## src/rtl/pair_funnel_accumulator.sv

```systemverilog
// Funnel-shifts two retrieved word pairs and XOR-accumulates them into a flop bank,
// with constant-time dummy requests and a handshaked drain stream.
module pair_funnel_accumulator #(
   parameter int WORD_WIDTH = 32,
   parameter int ACC_SIZE   = 19,
   parameter int IDX_WIDTH  = 5
) (
   input  logic                  clk,
   input  logic                  rst_n,
   input  logic                  in_valid,
   output logic                  in_ready,
   input  logic [WORD_WIDTH-1:0] high_right_word,
   input  logic [WORD_WIDTH-1:0] high_left_word,
   input  logic [WORD_WIDTH-1:0] low_right_word,
   input  logic [WORD_WIDTH-1:0] low_left_word,
   input  logic [4:0]            shift_amt,
   input  logic [IDX_WIDTH-1:0]  dest_idx,
   input  logic                  in_dummy,
   input  logic                  clear,
   input  logic                  drain_req,
   output logic [WORD_WIDTH-1:0] out_word,
   output logic [IDX_WIDTH-1:0]  out_idx,
   output logic                  out_valid,
   input  logic                  out_ready,
   output logic                  out_last,
   output logic                  busy,
   output logic                  idx_err
);

   typedef enum logic [1:0] {ST_ACCUM, ST_CLEAR, ST_DRAIN} state_t;

   localparam logic [IDX_WIDTH-1:0] ACC_LAST = IDX_WIDTH'(ACC_SIZE - 1);

   function automatic logic [WORD_WIDTH-1:0] funnel(input logic [WORD_WIDTH-1:0] l,
                                                    input logic [WORD_WIDTH-1:0] r,
                                                    input logic [4:0]            s);
      logic [2*WORD_WIDTH-1:0] cat;
      cat = {l, r} >> s;
      return cat[WORD_WIDTH-1:0];
   endfunction

   state_t                state_q, state_d;
   logic [IDX_WIDTH-1:0]  k_q, k_d;
   logic                  s1_valid_q, s1_valid_d;
   logic [WORD_WIDTH-1:0] hi_q, hi_d;
   logic [WORD_WIDTH-1:0] lo_q, lo_d;
   logic [IDX_WIDTH-1:0]  idx_q, idx_d;
   logic                  dummy_q, dummy_d;
   logic                  bad_q, bad_d;
   logic                  idx_err_q, idx_err_d;
   logic [WORD_WIDTH-1:0] acc_q [ACC_SIZE];
   logic [WORD_WIDTH-1:0] acc_d [ACC_SIZE];

   logic                  accept;
   logic                  wr;
   logic                  range_bad;
   logic [IDX_WIDTH-1:0]  idx_next;

   assign in_ready  = (state_q == ST_ACCUM) && !clear && !drain_req;
   assign accept    = in_valid && in_ready;
   assign range_bad = dest_idx > ACC_LAST;
   assign wr        = s1_valid_q && !dummy_q;
   assign idx_next  = (idx_q == ACC_LAST) ? '0 : idx_q + 1'b1;

   assign out_valid = (state_q == ST_DRAIN);
   assign out_idx   = out_valid ? k_q : '0;
   assign out_word  = out_valid ? acc_q[k_q] : '0;
   assign out_last  = out_valid && (k_q == ACC_LAST);
   assign busy      = s1_valid_q || (state_q != ST_ACCUM);
   assign idx_err   = idx_err_q;

   always_comb begin
      state_d    = state_q;
      k_d        = k_q;
      s1_valid_d = accept;
      hi_d       = hi_q;
      lo_d       = lo_q;
      idx_d      = idx_q;
      dummy_d    = dummy_q;
      bad_d      = bad_q;
      idx_err_d  = idx_err_q || (s1_valid_q && bad_q);

      if (accept) begin
         hi_d    = funnel(high_left_word, high_right_word, shift_amt);
         lo_d    = funnel(low_left_word, low_right_word, shift_amt);
         idx_d   = dest_idx;
         dummy_d = in_dummy || range_bad;
         bad_d   = range_bad;
      end

      // When d is the last index both halves may land on distinct words; with one word they fold together.
      for (int i = 0; i < ACC_SIZE; i++) begin
         acc_d[i] = acc_q[i]
                  ^ ((wr && idx_q    == IDX_WIDTH'(i)) ? hi_q : '0)
                  ^ ((wr && idx_next == IDX_WIDTH'(i)) ? lo_q : '0);
      end

      case (state_q)
         ST_ACCUM: begin
            if (clear) begin
               state_d = ST_CLEAR;
            end else if (drain_req && !s1_valid_q) begin
               state_d = ST_DRAIN;
               k_d     = '0;
            end
         end
         ST_CLEAR: begin
            for (int i = 0; i < ACC_SIZE; i++) begin
               acc_d[i] = '0;
            end
            idx_err_d  = 1'b0;
            s1_valid_d = 1'b0;
            state_d    = ST_ACCUM;
         end
         ST_DRAIN: begin
            if (out_ready) begin
               if (k_q == ACC_LAST) begin
                  k_d     = '0;
                  state_d = ST_ACCUM;
               end else begin
                  k_d = k_q + 1'b1;
               end
            end
         end
         default: state_d = ST_ACCUM;
      endcase
   end

   always_ff @(posedge clk or negedge rst_n) begin
      if (!rst_n) begin
         state_q    <= ST_ACCUM;
         k_q        <= '0;
         s1_valid_q <= 1'b0;
         hi_q       <= '0;
         lo_q       <= '0;
         idx_q      <= '0;
         dummy_q    <= 1'b0;
         bad_q      <= 1'b0;
         idx_err_q  <= 1'b0;
         for (int i = 0; i < ACC_SIZE; i++) begin
            acc_q[i] <= '0;
         end
      end else begin
         state_q    <= state_d;
         k_q        <= k_d;
         s1_valid_q <= s1_valid_d;
         hi_q       <= hi_d;
         lo_q       <= lo_d;
         idx_q      <= idx_d;
         dummy_q    <= dummy_d;
         bad_q      <= bad_d;
         idx_err_q  <= idx_err_d;
         for (int i = 0; i < ACC_SIZE; i++) begin
            acc_q[i] <= acc_d[i];
         end
      end
   end

endmodule

```

## config.mk

```make
export PLATFORM = sky130hd
export DESIGN_NAME = pair_funnel_accumulator
export DESIGN_NICKNAME = d
export VERILOG_FILES = /design/src/rtl/pair_funnel_accumulator.sv
export SDC_FILE = /design/constraint.sdc
export NUM_CORES = 2
export LEC_CHECK = 0
export CORE_AREA = 2 2 340 510
export CTS_CLUSTER_DIAMETER = 80
export DETAILED_ROUTE_END_ITERATION = 10
export DIE_AREA = 0 0 342 512
export SETUP_SLACK_MARGIN = 0.4
export SYNTH_ARGS = -nofsm -noshare
export SYNTH_HDL_FRONTEND = slang
export SYNTH_SLANG_ARGS = --single-unit
```

## constraint.sdc

```tcl
create_clock -name clk -period 3.47 [get_ports clk]
set_input_delay 0.347 -clock clk [delete_from_list [all_inputs] [get_ports clk]]
set_output_delay 0.347 -clock clk [all_outputs]
set_load 0.01 [all_outputs]
```

== After elaboration in Yosys (flattened, before gate mapping) ==
Cells that the tools add are included.

* Word-level logic and storage cells: 233
* Input port bits: 145
* Output and inout port bits: 42
* Register bits: 688

* Multiplexer cells: 57
* $add $sub $neg: 2
* Order comparisons: 2
* Bitwise logic cells: 39
* Shift-type cells: 2
* Eq/ne operators: 44
* Reduce and logical (&&, ||, !) cells: 59

{| class="wikitable"
|+ Operators by type and width
! cell !! count
|-
| 2-to-1 mux 32 bit || 41
|-
| XOR 32 bit || 38
|-
| 2-to-1 mux 608 bit || 1
|-
| binary-select mux 32 bit (select 5 bit) || 1
|-
| right shift 64 x 5 -> 32 bit || 2
|-
| == test 5 x 4 -> 1 bit, second input constant || 16
|-
| logical AND 1 bit || 45
|-
| == test 5 x 3 -> 1 bit, second input constant || 8
|-
| == test 5 bit, second input constant || 7
|-
| 2-to-1 mux 5 bit || 6
|-
| == test 5 x 2 -> 1 bit, second input constant || 4
|-
| adder 5 x 1 -> 5 bit, second input constant || 2
|-
| == test 5 x 1 -> 1 bit, second input constant || 2
|-
| zero test 5 bit || 2
|-
| one-hot mux 5 bit (2 select lines) || 1
|-
| 2-to-1 mux 2 bit || 4
|-
| >= comparator 6 bit, second input constant || 1
|-
| inequality test 2 x 1 -> 1 bit, second input constant || 3
|-
| inverter 5 -> 6 bit || 1
|-
| greater-than comparator 5 bit, second input constant || 1
|-
| zero test 1 bit || 4
|-
| one-hot mux 2 bit (2 select lines) || 1
|-
| AND reduction 4 bit || 1
|-
| nonzero test 2 bit || 2
|-
| other kinds (8) || 11
|}

== Depth between registers and ports, before layout ==
* Depth in word-level cells: 7
* Depth in mapped cells: 11
* Gate-level depth less buffers: 8

== Worst setup path before layout ==
No wires, ideal clock.

* Path kind: flip-flop to flip-flop
* From: reg idx_q[0]
* To: reg acc_q[31] (netlist name)
* Data required time: 3.338 ns
* Stages on the path, launching flop included: 10
* Slack: 1.043 ns
* Path buffers: 2
* Arrival: 2.295 ns
* Library setup time: 0.132 ns
* Clock period less this slack: 2.427 ns
* Path through: dfrtp_1 ha_1 and3_1 ha_1 nor4b_2 buf_2 buf_4 nand4_1 xnor2_1 nor2_1

{| class="wikitable"
|+ RTL lines
! element !! RTL line !! RTL
|-
| start: declaration || 47 || <nowiki>logic [IDX_WIDTH-1:0] idx_q, idx_d;</nowiki>
|-
| start signal: assignment || 149 || <nowiki>idx_q <= idx_d;</nowiki>
|-
| end signal: indexed assignment || 154 || <nowiki>acc_q[i] <= acc_d[i];</nowiki>
|-
| end: declaration || 51 || <nowiki>logic [WORD_WIDTH-1:0] acc_q [ACC_SIZE];</nowiki>
|}

== Worst setup path after layout ==
* From: reg k_q[0]
* To: out out_word[6]

* Longest elaborated chain between the ends: 5

{| class="wikitable"
|+ RTL lines
! element !! RTL line !! RTL
|-
| start: declaration || 43 || <nowiki>logic [IDX_WIDTH-1:0] k_q, k_d;</nowiki>
|-
| start signal: assignment || 145 || <nowiki>k_q <= k_d;</nowiki>
|-
| inverter 5 -> 6 bit (not written as such) || 67 || <nowiki>assign out_word = out_valid ? acc_q[k_q] : '0;</nowiki>
|-
| binary-select mux 32 bit (select 5 bit) || 67 ||
|-
| 2-to-1 mux 32 bit (not written as such) (2 in series) || 67 ||
|-
| 2-to-1 mux 32 bit || 67 ||
|-
| end: declaration || 21 || <nowiki>output logic [WORD_WIDTH-1:0] out_word,</nowiki>
|}

Every way passes these cells. The select of a mux whose other input is x is not followed.

==> run_results.csv <==
group,metric,value,unit
status,status,"completed",
place,dp_hpwl,110000,um
worst_setup_path,crit_arrival,3070,ps
global_route,antenna_found_initial,2,
yosys,ys_seq_area_share,33.8,%
power_and_ir_drop,vdd_drop_max,0.000879,V
yosys,syn_nets,5575,
worst_setup_path,path_max_fanout,7,
power_and_ir_drop,switching_share,48.9,%
cells_and_area,final_core_util,35.0,%
yosys,syn_area,50900,um2
power_and_ir_drop,p_leak,0.0233,uW
floorplanning,floorplan.initialDensity,29.8,%
sta,whs,251,ps
yosys,yosysWarnings,0,
clocking,clk_pin_slew_worst_paths,70,ps
drt,ant_nets,0,
place,io_buffers,184,
worst_setup_path,worstSetupEndpointType,"output port",
worst_setup_path,cp.required,3120,ps
yosys,yosys_most_used_dff,"dfrtp_1",
yosys,synth_edf_count,0,
worst_setup_path,cp-start-kind,"register",
global_route,globalRouteTotalUtil,20.7,%
floorplanning,die_w,342,um
sta,min_period,3410,ps
run,drv_cap,0,
sta,timing_max_transition_violations_final,0,
yosys,avgSynthCellArea,9.39,um2
sta,clock_skew,29.5,ps
power_and_ir_drop,pwr-share-comb,42.6,%
drt,vias,44500,
drt,drc_errors,0,
yosys,ys_ff_latch,688,
clocking,insertion_delay,690,ps
yosys,synth_cells,5423,
floorplanning,die_h,512,um
floorplanning,coreArea,171000,um2
global_route,grt_pass1_wl,285000,um
drt,totalWireLength,185000,um
cells_and_area,final_layout_size_suffix_gt1_share,16.2,%
power_and_ir_drop,switching_power,18000,uW
floorplanning,ios,187,
sta,rsz0062_at_grt,"true",
floorplanning,rows,186,
clocking,cts_buffers,72,
cells_and_area,area_delta_synth_final,17.5,%
clocking,cts_max_level,3,
drt,first_pass_iters,6,
yosys,async_flop_share,100,%
min_path,hp-class,"input pin to asynchronous set/reset pin",
worst_setup_path,critical_path_class,"register to output port",
cells_and_area,multi_input_area,31400,um2
clocking,cts_root_buf,"clkbuf_16",
place,place_ws,208,ps
drt,via_per_inst,5.83,
place,globalplace.congestion,0.903,
yosys,ys_types,59,
global_route,grt_pass1_vias,45000,
power_and_ir_drop,power_frac_clock,23.2,%
clocking,cts_tree,"done",
drt,wl_per_cell,24.3,um
global_route,grt_max_degree,174,
power_and_ir_drop,p_int,18800,uW
cells_and_area,fin_nets,5463,
cells_and_area,seq_area,17200,um2
power_and_ir_drop,power_frac_seq,34.2,%
cells_and_area,fillCellCount,17000,
drt,drt_iter0_drc,4908,
sta,finalSetupViolCount,0,
clocking,cts_buffer_depth,3,
sta,post-route-period-util,98.4,%
sta,tns,0,ps
sta,fmax,293,MHz
sta,tightest_slew,1260,ps
global_route,grt.overflow.total,0,
sta,worst_slack,55.1,ps
power_and_ir_drop,pwr_density_cell,615,nW/um2
floorplanning,die_area,175000,um2
sta,slew_headroom,15.9,%
sta,final-hold-violation-count,0,
clocking,cts_sinks,688,
==> synthesized netlist by cell type, types with 3 or more instances <==
cell | n | area, um2
a211o_1 | 4 | 35.0
a211oi_1 | 14 | 105
a21o_1 | 4 | 30.0
a21oi_1 | 55 | 275
a221o_1 | 32 | 320
a222oi_1 | 4 | 40.0
a22oi_1 | 25 | 188
a311oi_1 | 6 | 52.6
and2_1 | 16 | 100
and3_1 | 14 | 87.6
and3b_1 | 3 | 26.3
buf_1 | 51 | 191
buf_2 | 206 | 1030
buf_4 | 10 | 75.1
buf_6 | 7 | 78.8
buf_8 | 3 | 45.0
clkbuf_1 | 388 | 1460
dfrtp_1 | 688 | 17200
ha_1 | 7 | 87.6
inv_1 | 40 | 150
mux2_2 | 35 | 394
mux2i_1 | 116 | 1160
mux4_2 | 266 | 5990
nand2_1 | 172 | 646
nand2b_1 | 9 | 56.3
nand3_1 | 592 | 2960
nand4_1 | 608 | 3800
nor2_1 | 679 | 2550
nor2b_1 | 13 | 81.3
nor3_1 | 4 | 20.0
nor3b_1 | 3 | 22.5
nor4bb_1 | 5 | 50.1
o211ai_1 | 18 | 135
o21ai_0 | 24 | 120
o21ai_1 | 3 | 15.0
o221ai_1 | 5 | 43.8
o221ai_2 | 3 | 45.0
o22ai_1 | 41 | 257
o32ai_1 | 5 | 43.8
xnor2_1 | 610 | 5340
xor2_1 | 609 | 5330
==> area by class of cell <==
class,count,share of cell area [%]
Clock buffer,101,3.41
Clock inverter,30,0.771
Inverter,42,0.313
Tap cell,2256,4.71
Multi-Input combinational cell,4026,52.4
Timing Repair Buffer,481,9.63
Antenna cell,1,0.00418
Sequential cell,688,28.8
==> placed cells by master, fill, tap and decap left out, types with 50 or more instances in the layout <==
cell type and instances:
buf_12 93, buf_4 153, buf_6 50, clkbuf_16 74
clkdlybuf4s50_1 146, dfrtp_1 684, mux2i_1 116, mux4_2 266
nand2_1 170, nand3_1 592, nand4_1 608, nor2_1 676
xnor2_1 608, xor2_1 608
==> power by group through the flow <==
stage          combinational (uW)  sequential (uW)  clock (uW)
2_1_floorplan                9840             9400           0
3_5_place_dp                13500            12600           0
4_1_cts                     15000            12400        8630
6_report                    15700            12600        8550
5_1_grt                     16100            12700        8940
3_3_place_gp                13400            12600           0
==> metal layers <==
layer  wire [um]  vias up  global-route usage [%]
li1            -    18900                       -
met1       73100    22700                    27.1
met2       87100     2435                    33.0
met3       16300      465                    3.52
met4        8890        0                    9.97
met5           0        -                       0
==> repair_timing <==
action	CTS	global route
setup endpoints to repair	56	200
gates resized for setup	294	45
hold buffers	1	0
gates cloned	13	1
pin swaps	6	13
buffers inserted	68	16
hold endpoints to repair	64	0
==> path summary, 6_finish.rpt <==
check	end	cells after the start	startpoint	slack, ps
worst max-delay path	out_word[6]	8	k_q[0]	60
worst min-delay path	acc_q[353]	2	rst_n	250
worst max register to register	acc_q[488]	10	idx_q[0]	560
worst min register to register	bad_q	2	bad_q	480
max in group asynchronous	acc_q[437]	4	rst_n	2070
min in group clk	state_q[0]	2	clear	330
==> stage by stage <==
step	cell area (um2)	power, uW	std cells
after global routing	59900	37700	7625
after floorplan	50900	19200	5423
final	59900	36800	7625
after CTS	59500	36100	7607
after detailed placement	55500	26100	7394
after global placement	55500	26000	7394
==> worst max-delay path, stage by stage, from the launching register on <==
cell and delay (ps):
dfrtp_4 500, buf_12 160, buf_12 150, buf_8 130, mux4_2 410, mux4_2 510
clkinvlp_4 190, o22ai_4 150, buf_6 190
==> state kept, by name (all words and copies together) (netlist names) <==
register    cells
state_q         2
k_q             5
acc_q         608
idx_q           5
dummy_q         1
bad_q           1
s1_valid_q      1
idx_err         1
lo_q           32
hi_q           32
==> kinds of logic (layout without fill, tap and decap cells) <==
group	count (synthesis)	count (layout)	synth area share, %
AOI/OAI and AO/OA	254	254	3.53
xor gates and xnor gates	1220	1220	21.0
adders and majority gates	7	7	0.172
buffers and inverters	709	654	6.01
DFF	688	688	33.8
muxes	419	419	14.9
other	0	1	0
and+or+nand+nor	2126	2126	20.6
Note: power is estimated with default switching activity, not from simulation.
